## src/rtl/rx_record_assembler_if.sv

```systemverilog
// Record assembler bundle: decoded-symbol input, FWFT record read port and status counters.
// master = symbol source / record consumer side, slave = assembler side.
interface rx_record_assembler_if #(
  parameter int BYTES_PER_WORD = 3,
  parameter int FIFO_DEPTH     = 16,
  parameter int CNT_WIDTH      = 8
);
  localparam int W   = 8 * BYTES_PER_WORD;
  localparam int SZW = $clog2(FIFO_DEPTH) + 1;

  logic                 CNT_CLEAR;
  logic                 KEEP_PARTIAL;
  logic                 DEC_VALID;
  logic                 DEC_K;
  logic [7:0]           DEC_DATA;
  logic                 DEC_ERR;
  logic [W+1:0]         DATA_OUT;
  logic                 DATA_VALID;
  logic                 DATA_READY;
  logic                 FIFO_FULL;
  logic [SZW-1:0]       FIFO_SIZE;
  logic [CNT_WIDTH-1:0] LOST_ERR_CNT;
  logic [CNT_WIDTH-1:0] DECODER_ERR_CNT;
  logic [CNT_WIDTH-1:0] K_CNT;

  modport master (
    output CNT_CLEAR, KEEP_PARTIAL, DEC_VALID, DEC_K, DEC_DATA, DEC_ERR, DATA_READY,
    input  DATA_OUT, DATA_VALID, FIFO_FULL, FIFO_SIZE, LOST_ERR_CNT, DECODER_ERR_CNT, K_CNT
  );

  modport slave (
    input  CNT_CLEAR, KEEP_PARTIAL, DEC_VALID, DEC_K, DEC_DATA, DEC_ERR, DATA_READY,
    output DATA_OUT, DATA_VALID, FIFO_FULL, FIFO_SIZE, LOST_ERR_CNT, DECODER_ERR_CNT, K_CNT
  );
endinterface

```

## src/rtl/rx_record_assembler.sv

```systemverilog
// Packs decoded bytes into SOF/PARTIAL-tagged records; final byte to DATA_VALID is 2 cycles.
// FWFT record FIFO with valid/ready pop; a push into a full FIFO without a same-cycle pop is dropped and counted.
module rx_record_assembler #(
  parameter int BYTES_PER_WORD = 3,
  parameter int FIFO_DEPTH     = 16,
  parameter int CNT_WIDTH      = 8
) (
  input logic                  WCLK,
  input logic                  RESET,
  rx_record_assembler_if.slave bus
);
  localparam int W   = 8 * BYTES_PER_WORD;
  localparam int AW  = $clog2(FIFO_DEPTH);
  localparam int SZW = AW + 1;
  localparam int SW  = (BYTES_PER_WORD > 1) ? $clog2(BYTES_PER_WORD) : 1;

  typedef logic [W+1:0] rec_t;

  logic [SW-1:0]                  byte_sel_q, byte_sel_d;
  logic [BYTES_PER_WORD-1:0][7:0] lane_q, lane_d;
  logic                           sof_pending_q, sof_pending_d;
  logic                           push_vld_q, push_vld_d;
  rec_t                           push_dat_q, push_dat_d;
  logic [AW-1:0]                  wr_ptr_q, wr_ptr_d;
  logic [AW-1:0]                  rd_ptr_q, rd_ptr_d;
  logic [SZW-1:0]                 size_q, size_d;
  logic [CNT_WIDTH-1:0]           lost_cnt_q, lost_cnt_d;
  logic [CNT_WIDTH-1:0]           err_cnt_q, err_cnt_d;
  logic [CNT_WIDTH-1:0]           k_cnt_q, k_cnt_d;
  rec_t                           mem_q [FIFO_DEPTH];

  logic [W-1:0] partial_pay;
  logic [W-1:0] full_pay;
  logic         data_valid;
  logic         fifo_full;
  logic         pop;
  logic         wr_ok;
  logic         lost;

  function automatic logic [CNT_WIDTH-1:0] cnt_next(
    input logic [CNT_WIDTH-1:0] cur,
    input logic                 inc,
    input logic                 clr
  );
    if (clr) return '0;
    if (inc && (cur != '1)) return cur + 1'b1;
    return cur;
  endfunction

  // Lane 0 is the first byte received and lands in the payload MSBs.
  always_comb begin
    partial_pay = '0;
    full_pay    = '0;
    for (int i = 0; i < BYTES_PER_WORD; i++) begin
      if (i < int'(byte_sel_q)) partial_pay[W-1-8*i -: 8] = lane_q[i];
      full_pay[W-1-8*i -: 8] = (i == BYTES_PER_WORD - 1) ? bus.DEC_DATA : lane_q[i];
    end
  end

  always_comb begin
    byte_sel_d    = byte_sel_q;
    lane_d        = lane_q;
    sof_pending_d = sof_pending_q;
    push_vld_d    = 1'b0;
    push_dat_d    = push_dat_q;
    if (bus.DEC_VALID) begin
      if (bus.DEC_ERR) begin
        byte_sel_d = '0;
      end else if (bus.DEC_K) begin
        byte_sel_d    = '0;
        sof_pending_d = 1'b1;
        if ((byte_sel_q != '0) && bus.KEEP_PARTIAL) begin
          push_vld_d = 1'b1;
          push_dat_d = {sof_pending_q, 1'b1, partial_pay};
        end
      end else begin
        lane_d[byte_sel_q] = bus.DEC_DATA;
        if (byte_sel_q == SW'(BYTES_PER_WORD - 1)) begin
          push_vld_d    = 1'b1;
          push_dat_d    = {sof_pending_q, 1'b0, full_pay};
          sof_pending_d = 1'b0;
          byte_sel_d    = '0;
        end else begin
          byte_sel_d = byte_sel_q + 1'b1;
        end
      end
    end
  end

  // Occupancy counts to FIFO_DEPTH, so its MSB alone marks full.
  assign data_valid = (size_q != '0);
  assign fifo_full  = size_q[AW];
  assign pop        = data_valid && bus.DATA_READY;
  assign wr_ok      = push_vld_q && (!fifo_full || pop);
  assign lost       = push_vld_q && fifo_full && !pop;

  always_comb begin
    wr_ptr_d   = wr_ptr_q + AW'(wr_ok);
    rd_ptr_d   = rd_ptr_q + AW'(pop);
    size_d     = size_q + SZW'(wr_ok) - SZW'(pop);
    lost_cnt_d = cnt_next(lost_cnt_q, lost, bus.CNT_CLEAR);
    err_cnt_d  = cnt_next(err_cnt_q, bus.DEC_VALID && bus.DEC_ERR, bus.CNT_CLEAR);
    k_cnt_d    = cnt_next(k_cnt_q, bus.DEC_VALID && !bus.DEC_ERR && bus.DEC_K, bus.CNT_CLEAR);
  end

  always_ff @(posedge WCLK or posedge RESET) begin
    if (RESET) begin
      byte_sel_q    <= '0;
      lane_q        <= '0;
      sof_pending_q <= 1'b0;
      push_vld_q    <= 1'b0;
      push_dat_q    <= '0;
      wr_ptr_q      <= '0;
      rd_ptr_q      <= '0;
      size_q        <= '0;
      lost_cnt_q    <= '0;
      err_cnt_q     <= '0;
      k_cnt_q       <= '0;
    end else begin
      byte_sel_q    <= byte_sel_d;
      lane_q        <= lane_d;
      sof_pending_q <= sof_pending_d;
      push_vld_q    <= push_vld_d;
      push_dat_q    <= push_dat_d;
      wr_ptr_q      <= wr_ptr_d;
      rd_ptr_q      <= rd_ptr_d;
      size_q        <= size_d;
      lost_cnt_q    <= lost_cnt_d;
      err_cnt_q     <= err_cnt_d;
      k_cnt_q       <= k_cnt_d;
    end
  end

  // Storage needs no reset: nothing is visible unless occupancy says so.
  always_ff @(posedge WCLK) begin
    if (wr_ok) mem_q[wr_ptr_q] <= push_dat_q;
  end

  assign bus.DATA_OUT        = data_valid ? mem_q[rd_ptr_q] : '0;
  assign bus.DATA_VALID      = data_valid;
  assign bus.FIFO_FULL       = fifo_full;
  assign bus.FIFO_SIZE       = size_q;
  assign bus.LOST_ERR_CNT    = lost_cnt_q;
  assign bus.DECODER_ERR_CNT = err_cnt_q;
  assign bus.K_CNT           = k_cnt_q;
endmodule
```

## src/flat_wrapper.sv

```systemverilog
// flat-port wrapper written by rule: the top's interface ports become plain ports
module rx_record_assembler_flat 
#(
  parameter int BYTES_PER_WORD = 3,
  parameter int FIFO_DEPTH     = 16,
  parameter int CNT_WIDTH      = 8
)
  (WCLK, RESET, bus_CNT_CLEAR, bus_KEEP_PARTIAL, bus_DEC_VALID, bus_DEC_K, bus_DEC_DATA, bus_DEC_ERR, bus_DATA_READY, bus_DATA_OUT, bus_DATA_VALID, bus_FIFO_FULL, bus_FIFO_SIZE, bus_LOST_ERR_CNT, bus_DECODER_ERR_CNT, bus_K_CNT);
  rx_record_assembler_if #(.BYTES_PER_WORD(BYTES_PER_WORD), .FIFO_DEPTH(FIFO_DEPTH), .CNT_WIDTH(CNT_WIDTH)) bus_i ();
  input logic WCLK;
  input logic RESET;
  input wire logic [$bits(bus_i.CNT_CLEAR)-1:0] bus_CNT_CLEAR;
  input wire logic [$bits(bus_i.KEEP_PARTIAL)-1:0] bus_KEEP_PARTIAL;
  input wire logic [$bits(bus_i.DEC_VALID)-1:0] bus_DEC_VALID;
  input wire logic [$bits(bus_i.DEC_K)-1:0] bus_DEC_K;
  input wire logic [$bits(bus_i.DEC_DATA)-1:0] bus_DEC_DATA;
  input wire logic [$bits(bus_i.DEC_ERR)-1:0] bus_DEC_ERR;
  input wire logic [$bits(bus_i.DATA_READY)-1:0] bus_DATA_READY;
  output wire logic [$bits(bus_i.DATA_OUT)-1:0] bus_DATA_OUT;
  output wire logic [$bits(bus_i.DATA_VALID)-1:0] bus_DATA_VALID;
  output wire logic [$bits(bus_i.FIFO_FULL)-1:0] bus_FIFO_FULL;
  output wire logic [$bits(bus_i.FIFO_SIZE)-1:0] bus_FIFO_SIZE;
  output wire logic [$bits(bus_i.LOST_ERR_CNT)-1:0] bus_LOST_ERR_CNT;
  output wire logic [$bits(bus_i.DECODER_ERR_CNT)-1:0] bus_DECODER_ERR_CNT;
  output wire logic [$bits(bus_i.K_CNT)-1:0] bus_K_CNT;
  assign bus_i.CNT_CLEAR = bus_CNT_CLEAR;
  assign bus_i.KEEP_PARTIAL = bus_KEEP_PARTIAL;
  assign bus_i.DEC_VALID = bus_DEC_VALID;
  assign bus_i.DEC_K = bus_DEC_K;
  assign bus_i.DEC_DATA = bus_DEC_DATA;
  assign bus_i.DEC_ERR = bus_DEC_ERR;
  assign bus_i.DATA_READY = bus_DATA_READY;
  assign bus_DATA_OUT = bus_i.DATA_OUT;
  assign bus_DATA_VALID = bus_i.DATA_VALID;
  assign bus_FIFO_FULL = bus_i.FIFO_FULL;
  assign bus_FIFO_SIZE = bus_i.FIFO_SIZE;
  assign bus_LOST_ERR_CNT = bus_i.LOST_ERR_CNT;
  assign bus_DECODER_ERR_CNT = bus_i.DECODER_ERR_CNT;
  assign bus_K_CNT = bus_i.K_CNT;
  rx_record_assembler #(.BYTES_PER_WORD(BYTES_PER_WORD), .FIFO_DEPTH(FIFO_DEPTH), .CNT_WIDTH(CNT_WIDTH)) u_core (.WCLK(WCLK), .RESET(RESET), .bus(bus_i));
endmodule
```

## config.mk

```make
export PLATFORM = sky130hd
export DESIGN_NAME = rx_record_assembler_flat
export DESIGN_NICKNAME = d
export VERILOG_FILES = /design/src/rtl/rx_record_assembler_if.sv /design/src/rtl/rx_record_assembler.sv /design/src/flat_wrapper.sv
export SDC_FILE = /design/constraint.sdc
export NUM_CORES = 1
export LEC_CHECK = 0
export ABC_AREA = 1
export CELL_PAD_IN_SITES_DETAIL_PLACEMENT = 0
export CELL_PAD_IN_SITES_GLOBAL_PLACEMENT = 1
export CORE_AREA = 2 2 254 194
export CTS_BUF_LIST = sky130_fd_sc_hd__clkbuf_4 sky130_fd_sc_hd__clkbuf_8
export CTS_CLUSTER_DIAMETER = 60
export DETAILED_ROUTE_END_ITERATION = 16
export DIE_AREA = 0 0 256 196
export HOLD_SLACK_MARGIN = 0.15
export PLACE_DENSITY_LB_ADDON = 0.12
export SLEW_MARGIN = 0
export SYNTH_ARGS = -nofsm -noshare
export SYNTH_HDL_FRONTEND = slang
export SYNTH_SLANG_ARGS = --single-unit
```

## constraint.sdc

```tcl
create_clock -name WCLK -period 3.45 [get_ports WCLK]
set_input_delay 0.345 -clock WCLK [delete_from_list [all_inputs] [get_ports WCLK]]
set_output_delay 0.345 -clock WCLK [all_outputs]
set_load 0.005 [all_outputs]
```

==> impl_results.md <==
* Critical Path AT at between 2000 and 3000 ps
* CTS root buffer: clkbuf_8
* # IOs at between 70 and 80
* Core ar. at 47900 µm²
* Max Cap Viol at 0
* Area growth syn-to-layout at 15.8%
* Hold path depth at 3
* Clock Skew at between 20 and 30 ps
* Max-Slew Margin vs Limit at between 40% and 50%
* First-pass GRT wire length at approximately 86000 µm
* R2R cell count at 13
* Type of the worst setup path: reg2out
* Clock buffer depth at 3
* P_leak at around 11 nW
* Inserted Diodes at 0
* Port buffer count at 72
* Tot GR Track Use at roughly 23%
* DIE WIDTH at 256 µm
* Hold Slack at roughly 400 ps
* Period utilization at 95.8%
* CTS tree: done
* Hold crit path type: in2reg
* FILL cells at 4326
* CP startpoint kind: register
* Synthesized cell area at 21700 µm²
* TritonCTS Buffers at 82
* Internal power at 12.1 mW
* Post-Route WL at 55400 µm
* Final WS setup at about 150 ps
* Max-slew violations at 0
* Max Fclk at 303 MHz
* Yosys reg bits at ~500
* Vias in the first global route at roughly 14000
* Synth Instances at between 2000 and 2500
* Commonest non-fill, non-tap cell in the layout: nand2_1
* Final setup fails at 0
* Yosys cell types at 34
* Status: complete, no violations
* Seq pwr share at slightly above 40%
* Initial antenna violation count at 0
* Overall power at 18.9 mW
* Clock transition at path regs at approximately 70 ps
* Commonest non-fill, non-tap cells in the layout: 775 x nand2_1, 416 x edfxtp_1, 297 x nand3_1
* Vias at about 15000
* H-tree levels at 3
* Setup TNS at 0 ps
* CTS sink cnt at roughly 510
* Post-CTS setup buffers at 0
* Switching Share at a little over a third
* DR vias/cell at between 5 and 6
* Switching Power at approximately 6.7 mW
* # DRC at 0
* RSZ-0062 raised after global routing: false
* Initial DRC count at between 1000 and 1500
* Dpl hpwl at about 31000 µm
* Pwr dens at around 750 nW/µm²
* Design Area, Final at 25100 µm²
* Global route total overflow at 0
* Placed Area at 23500 µm²
* Syn nets at 2138
* Worst Max-Slew Pin Slew at approximately 890 ps
* Worst slack, placed at 677 ps
* Comb power frac at 31.7%
* Final Hold Vio Count at 0
* Largest net degree at the start of global routing at 107
* Die ar. at approximately 50000 µm²
* Total Nets Final at 2242
* Router iterations before antenna repair at 5
* Worst Path Required at ~3100 ps
* Starting Density at roughly 45%
* Crit. End Element: primary output
* Sequential area share after synthesis at between 60% and 70%
* GP Congestion at between 0.7 and 0.8
* Peak supply drop at between 0.0004 and 0.0005 V
* Row count at 70
* Worst Path Max Fanout at 54
* Chip height at 196 µm
* Drt wl/cell at 18.9 µm
* Yosys warns at 0
* Syn_area_per_cell at just over 10 µm²
* Clock latency on the worst-skew pair at between 600 and 700 ps
* Share of cells above drive strength 1 at about a tenth
* Clock group share of total power at between 20 and 30%
* Final min period at 3300 ps
* Antenna Nets Post-Route at 0
==> power groups by stage <==
stage                     Combinational (mW)  Clock, mW  Sequential [mW]
after floorplan                         3.67          0             7.61
after global placement                  6.01          0             7.92
after detailed placement                6.03          0             7.94
after CTS                               6.06       5.19             7.82
after global routing                    6.62       5.45             7.88
final                                   5.98       5.06             7.83
==> synthesized netlist by cell type (all sizes together) <==
cell type | count | area, µm²
nand2 | 779 | 2940
edfxtp | 416 | 12500
nand3 | 298 | 1500
inv | 254 | 953
dfrtp | 91 | 2280
buf | 59 | 328
o21ai | 41 | 205
nor2 | 39 | 164
clkbuf | 37 | 139
a21oi | 29 | 145
xor2 | 15 | 131
ha | 12 | 150
nand4 | 9 | 56.3
a22oi | 8 | 60.1
clkinv | 5 | 18.8
nand3b | 4 | 30.0
nor3 | 4 | 35.0
o21bai | 3 | 22.5
or2 | 2 | 12.5
fa | 1 | 20.0
o21a | 1 | 7.51
o31ai | 1 | 7.51
xnor2 | 1 | 8.76
==> cell type report <==
| type | instances | area, µm² | area share, % |
|---|---|---|---|
| Timing Repair Buffer | 116 | 1340 | 5.32 |
| Multi-Input combinational cell | 1247 | 5620 | 22.3 |
| Clock buffer | 120 | 1470 | 5.85 |
| Sequential cell | 507 | 14800 | 58.8 |
| Inverter | 259 | 988 | 3.93 |
| Tap cell | 648 | 811 | 3.23 |
| Clock inverter | 31 | 136 | 0.543 |
==> metrics by stage <==
step	std cells	utilization [%]
final	2928	52.5
after global routing	2928	52.5
after CTS	2928	52.4
after detailed placement	2776	49.1
after global placement	2776	49.1
after floorplan	2109	-
==> registers in the layout (all words and copies together) (netlist names) <==
register / count
u_core.byte_sel_q: 2
u_core.bus.FIFO_SIZE: 5
u_core.lane_q: 8
u_core.full_pay: 16
u_core.push_dat_q: 26
u_core.push_vld_q: 1
u_core.rd_ptr_q: 4
u_core.sof_pending_q: 1
u_core.mem_q: 416
u_core.bus.LOST_ERR_CNT: 8
u_core.bus.DECODER_ERR_CNT: 8
u_core.bus.K_CNT: 8
u_core.wr_ptr_q: 4
==> logic make-up (layout without fill, tap and decap cells) <==
family,Yosys count,in the layout,synth area share (%)
buf+inv,355,526,6.63
compound gates,83,83,2.06
simple gates,1135,1135,21.8
flops,507,507,68.0
xor+xnor,16,16,0.646
fa+ha+maj,13,13,0.784
==> critical path: stages (launching register included) <==
cell and delay [ps]:
dfrtp_4 510, clkinv_8 230, buf_16 270, nand2_1 100, nand3_1 110, nand3_1 130
nand3_1 130, a21oi_1 240, clkdlybuf4s50_1 550
==> what timing repair did <==
item	4_1_cts	5_1_grt
endpoints found under the setup margin	3	10
endpoints found under the hold margin	40	0
gates resized for setup	1	2
hold buffers	1	0
gates cloned	0	0
==> layer usage <==
| layer | part of all wire [%] | GRT usage [%] | routed length [µm] | vias to the layer above |
|---|---|---|---|---|
| li1 | - | - | - | 7137 |
| met2 | 45 | 34.8 | 25000 | 418 |
| met3 | 5.9 | 3.93 | 3280 | 79 |
| met1 | 47 | 33.6 | 26200 | 7023 |
| met5 | 0 | 0 | 0 | - |
| met4 | 1.5 | 5.02 | 843 | 0 |
==> worst paths after layout <==
kind	slack, ps	from	to
max	150	u_core.rd_ptr_q[0]	bus_DATA_OUT[17]
min	400	bus_DEC_DATA[2]	u_core.full_pay[10]
max reg2reg	1110	u_core.bus.FIFO_SIZE[3]	u_core.bus.FIFO_SIZE[4]
min reg2reg	470	u_core.full_pay[19]	u_core.push_dat_q[19]
max in group asynchronous	2050	RESET	u_core.lane_q[22]
min in group asynchronous	680	RESET	u_core.bus.FIFO_SIZE[4]
(Power assumes the default switching activity.)
